[src/rtl/fp_pkg.sv]
// Shared constants, state encoding and adder helpers
// for the fp32 to int32 conversion path.
package fp_pkg;

  localparam int FP_BIAS = 127;
  localparam int EXP_W   = 8;
  localparam int FRAC_W  = 23;

  localparam logic [31:0] INT_MAX = 32'h7FFF_FFFF;
  localparam logic [31:0] INT_MIN = 32'h8000_0000;

  typedef enum logic [2:0] {
    IDLE,
    LOAD,
    SHIFT,
    SIGN,
    DONE
  } state_t;

  function automatic logic [31:0] ripple_add32(
    input logic [31:0] a,
    input logic [31:0] b,
    input logic        ci
  );
    logic [31:0] s;
    logic        c;
    c = ci;
    for (int i = 0; i < 32; i++) begin
      s[i] = a[i] ^ b[i] ^ c;
      c    = (a[i] & b[i]) | (c & (a[i] ^ b[i]));
    end
    return s;
  endfunction

  // a + (~b + 1): carry-in of one folds the increment into the ripple
  function automatic logic [8:0] comp_add9(
    input logic [8:0] a,
    input logic [8:0] b
  );
    logic [8:0] s;
    logic [8:0] nb;
    logic       c;
    nb = ~b;
    c  = 1'b1;
    for (int i = 0; i < 9; i++) begin
      s[i] = a[i] ^ nb[i] ^ c;
      c    = (a[i] & nb[i]) | (c & (a[i] ^ nb[i]));
    end
    return s;
  endfunction

endpackage

[src/rtl/twos_negate_32bit.sv]
// Combinational two's-complement negate: ~a + 1.
// Built on the shared ripple adder.
module twos_negate_32bit
  import fp_pkg::*;
(
  input  logic [31:0] a,
  output logic [31:0] y
);

  assign y = ripple_add32(~a, 32'd0, 1'b1);

endmodule

[src/rtl/fp32_to_int32_seq.sv]
// Sequential fp32 -> int32 converter, truncating toward zero.
// Aligns the significand one bit per cycle.
module fp32_to_int32_seq
  import fp_pkg::*;
(
  input  logic        clk,
  input  logic        rst,
  input  logic        start,
  input  logic [31:0] fp_in,
  output logic        busy,
  output logic        done,
  output logic [31:0] int_out,
  output logic        overflow,
  output logic        invalid
);

  state_t state_q, state_d;

  logic [31:0] fp_q;
  logic [31:0] mag_q;
  logic [4:0]  k_q;
  logic        left_q;
  logic [31:0] neg_mag;

  logic              sgn;
  logic [EXP_W-1:0]  ex;
  logic [FRAC_W-1:0] fr;
  logic [8:0]        e;
  logic              cls_inv;
  logic              cls_zero;
  logic              cls_ovf;
  logic              left_c;
  logic [4:0]        k_c;

  assign sgn = fp_q[31];
  assign ex  = fp_q[FRAC_W +: EXP_W];
  assign fr  = fp_q[FRAC_W-1:0];
  assign e   = comp_add9({1'b0, ex}, 9'(FP_BIAS));

  // e is a 9-bit signed value; bit 8 set means negative
  assign cls_inv  = (ex == 8'hFF);
  assign cls_zero = (ex == 8'h00) || e[8];
  assign cls_ovf  = (!e[8] && (e[7:5] != 3'b000)) ||
                    ((e == 9'd31) && !(sgn && (fr == '0)));
  assign left_c   = (e[7:0] >= 8'd23);
  assign k_c      = left_c ? 5'(e[4:0] - 5'd23)
                           : 5'(5'd23 - e[4:0]);

  twos_negate_32bit u_neg (
    .a (mag_q),
    .y (neg_mag)
  );

  assign busy = (state_q != IDLE);
  assign done = (state_q == DONE);

  always_ff @(posedge clk) begin
    if (rst) state_q <= IDLE;
    else     state_q <= state_d;
  end

  always_comb begin
    state_d = state_q;
    unique case (state_q)
      IDLE: if (start) state_d = LOAD;
      LOAD: begin
        if (cls_inv || cls_zero || cls_ovf)
          state_d = DONE;
        else if (k_c != 5'd0)
          state_d = SHIFT;
        else
          state_d = SIGN;
      end
      SHIFT: if (k_q == 5'd1) state_d = SIGN;
      SIGN:  state_d = DONE;
      DONE:  state_d = IDLE;
      default: state_d = IDLE;
    endcase
  end

  always_ff @(posedge clk) begin
    if (rst) begin
      fp_q     <= '0;
      mag_q    <= '0;
      k_q      <= '0;
      left_q   <= 1'b0;
      int_out  <= '0;
      overflow <= 1'b0;
      invalid  <= 1'b0;
    end else begin
      unique case (state_q)
        IDLE: begin
          if (start) begin
            fp_q     <= fp_in;
            int_out  <= '0;
            overflow <= 1'b0;
            invalid  <= 1'b0;
          end
        end
        LOAD: begin
          if (cls_inv) begin
            invalid <= 1'b1;
            // only -Inf saturates low; NaN of either sign goes high
            int_out <= (sgn && (fr == '0)) ? INT_MIN : INT_MAX;
          end else if (cls_zero) begin
            int_out <= '0;
          end else if (cls_ovf) begin
            overflow <= 1'b1;
            int_out  <= sgn ? INT_MIN : INT_MAX;
          end else begin
            mag_q  <= {8'b0, 1'b1, fr};
            k_q    <= k_c;
            left_q <= left_c;
          end
        end
        SHIFT: begin
          mag_q <= left_q ? (mag_q << 1) : (mag_q >> 1);
          k_q   <= k_q - 5'd1;
        end
        SIGN: int_out <= sgn ? neg_mag : mag_q;
        default: ;
      endcase
    end
  end

endmodule
[config.mk]
export PLATFORM = sky130hd
export DESIGN_NAME = fp32_to_int32_seq
export DESIGN_NICKNAME = d
export VERILOG_FILES = /design/src/rtl/fp_pkg.sv /design/src/rtl/twos_negate_32bit.sv /design/src/rtl/fp32_to_int32_seq.sv
export SDC_FILE = /design/constraint.sdc
export NUM_CORES = 1
export LEC_CHECK = 0
export BUFFER_PORTS_ARGS = -buffer_cell sky130_fd_sc_hd__clkbuf_2
export CAP_MARGIN = 30
export CORE_MARGIN = 2
export CORE_UTILIZATION = 45
export DETAILED_ROUTE_END_ITERATION = 8
export PLACE_DENSITY = 0.67
export SLEW_MARGIN = 5
export SYNTH_ARGS = -nofsm -noshare
export SYNTH_HDL_FRONTEND = slang
export SYNTH_SLANG_ARGS = --single-unit
[constraint.sdc]
create_clock -name clk -period 5.9 [get_ports clk]
set_input_delay 0.295 -clock clk [delete_from_list [all_inputs] [get_ports clk]]
set_output_delay 0.295 -clock clk [all_outputs]
set_load 0.02 [all_outputs]
==> impl_metrics.json <==
{
  "hp-class": "in2reg",
  "crit_buf_inv": 1,
  "syn_area_mm2": 0.00575,
  "grt_usage_pct": 23.1,
  "ys_ff_latch": 107,
  "drt-wirelength-per-cell_um": 16.2,
  "routed_wl_um": 15200,
  "place.gp.congestion": 0.881,
  "fin_nets": 840,
  "yosysTopAreaCell": "dfxtp_1",
  "tightest_slew_ps": 986,
  "critPathLaunch": "mag_q[1]",
  "postSynthAreaPerCell_um2": 7.98,
  "via_per_inst": 5.59,
  "max-clock-path-buffers": 2,
  "first_pass_iters": 6,
  "whs_ps": 160,
  "dpl_cell_area_mm2": 0.00624,
  "min_from": "fp_in[11]",
  "cp_data_arrival_time_ps": 6090,
  "status": "finished clean",
  "clock_latency_ps": 360,
  "grt_pass1_vias": 4860,
  "synthFlopType": "dfxtp_1",
  "die_area_mm2": 0.0137,
  "rows": 41,
  "crit_required_ps": 6180,
  "start_kind": "flip-flop",
  "htree_levels": 3,
  "p_leak_nw": 2.29,
  "dieHeight_um": 117,
  "critical-path-max-stage-delay_ps": 370,
  "numPortBuffers": 70,
  "grt_overflow_total": 0,
  "drive_gt1_share_pct": 20.5,
  "setup_viol": 0,
  "antenna_cells": 0,
  "cpMaxStageDelayCell": "or3_1",
  "final_area_mm2": 0.00686,
  "synthCells": 720,
  "report.final.slew_viol_count": 0,
  "ys.warnings.count": 0,
  "ant_nets": 0,
  "fmax_mhz": 172,
  "critPathKind": "reg2reg",
  "start_util_pct": 45.7,
  "syn2layout_area_growth_pct": 19.3,
  "path_clk_slew_ps": 70,
  "core_mm2": 0.0126,
  "ys_types": 53,
  "antenna_found_initial": 0,
  "synth_nets": 796,
  "grt_max_degree": 83,
  "maxCapViolations": 0,
  "initialDrtViolationCount": 441,
  "period_minus_slack_ps": 5820,
  "cts.sinks": 107,
  "crit_family": "adder cells",
  "cp_common_cell": "ha_4",
  "finalWorstSetupSlack_ps": 84.1,
  "vias": 5259,
  "clk_root_buffer_cell": "clkbuf_16",
  "fp.dieW_um": 117,
  "period_share_pct": 98.6,
  "r2r_start": "mag_q[1]",
  "pre_cts_slack_ps": -285,
  "worstPathMaxFanout": 2,
  "powerDensity_mw_per_mm2": 216,
  "hpwl_um": 10200,
  "grt_pass1_wl_um": 24700,
  "synth_top_area_share_pct": 37.3,
  "ys_async_sr_fraction_pct": 0,
  "drc": 0,
  "yosysSeqAreaShare_pct": 37.3,
  "synth_edf_count": 0,
  "cts_tree": "built",
  "finalHoldViolCount": 0,
  "ctsHoldBuffers": 0,
  "vdd_drop_max_v": 0.000125,
  "synth.area.top_cells": "dfxtp_1, nand2_1, ha_1",
  "cts_buffers": 9,
  "finalClockSkew_ps": 16.6,
  "tns_ps": 0,
  "ios": 71,
  "end_kind": "flip-flop",
  "slew-limit-headroom_pct": 34.1
}
cells in the mapped netlist, types with 2 or more instances:
master / count
nor3b_1: 2
and3_1: 2
clkbuf_1: 35
buf_2: 8
buf_6: 3
buf_4: 3
o21ai_0: 28
dfxtp_1: 107
nor3_1: 5
nand4_1: 2
and2_1: 3
nor2_1: 47
nand2_1: 154
nor4b_1: 3
xnor2_1: 2
mux2i_1: 15
o2bb2ai_1: 25
or3_1: 4
o211ai_1: 45
nor4_1: 5
a211oi_2: 7
buf_1: 3
a31oi_1: 5
nand3_1: 5
nor2b_1: 2
a21oi_1: 89
nand3b_1: 2
inv_1: 42
o32a_1: 2
ha_1: 41
and4_1: 2
stage by stage:
step	util, %	total power, mW	std cells
after floorplan	-	0.875	720
after global placement	49.6	0.913	924
after detailed placement	49.6	0.919	924
after CTS	53.1	1.49	940
after global routing	54.6	1.54	941
final	54.6	1.48	941
cell usage in the layout, fill, tap and decap left out, types with 9 or more instances in the layout:
cell type and instances:
a21oi_1 88, clkbuf_2 70, ha_1 11, mux2i_1 15, nand2_1 154, buf_4 15, nor2_1 47, dfxtp_1 105
inv_1 40, o2bb2ai_1 25, o21ai_0 28, clkbuf_16 9, o211ai_1 45, ha_4 30
sequential cells by signal, indices dropped and copies added (netlist names):
name      flops
invalid       1
overflow      1
mag_q        32
k_q           5
state_q       3
left_q        1
fp_q         32
int_out      32
layer usage:
layer  track usage (%)  vias up  wire, µm
met1              32.5     2457      7130
li1                  -     2605         -
met4              8.39        0       269
met2              36.6      177      7140
met3              2.94       20       712
met5                 0        -         0
worst paths after layout:
check	endpoint	slack, ps	cells past startpoint
worst max-delay path	int_out[31]	80	35
worst min register to register	int_out[3]	470	1
worst min-delay path	fp_q[11]	160	3
worst max register to register	int_out[31]	80	35
kinds of logic (layout without fill, tap and decap cells):
family | Yosys count | in the layout | synth area share [%]
xor+xnor | 3 | 3 | 0.457
flops | 107 | 107 | 37.3
mux | 15 | 15 | 2.61
compound gates | 214 | 214 | 25.0
fa+ha+maj | 41 | 41 | 8.93
buf+inv | 94 | 143 | 6.90
simple gates | 246 | 246 | 18.8
power by group:
group,switching (mW),internal (mW),total [mW]
Clock,0.285,0.288,0.573
Sequential,0.0206,0.741,0.762
Combinational,0.0915,0.0529,0.144
worst register-to-register path, delay by kind of cell (launching register included):
family | cells | cell delay (ps)
adder cells (fa/ha/maj) | 30 | 4590
flip-flops | 1 | 340
AND/OR/NAND/NOR | 1 | 370
AO/OA/AOI/OAI | 3 | 360
buffers and inverters | 1 | 50
layout make-up:
cell class	count	area [µm²]
inverter	42	158
tap	172	215
clock inverter	7	50.0
sequential	107	2140
fill	1149	5710
clock buffer	9	225
multi-input combinational	519	3600
timing repair buffer	85	463
repair_timing:
action                                  4_1_cts  5_1_grt
pin swaps                                     2        4
setup buffers                                 0        1
endpoints found under the setup margin        3        2
gates resized for setup                      27       19
Note: power is estimated with default switching activity, not from simulation.
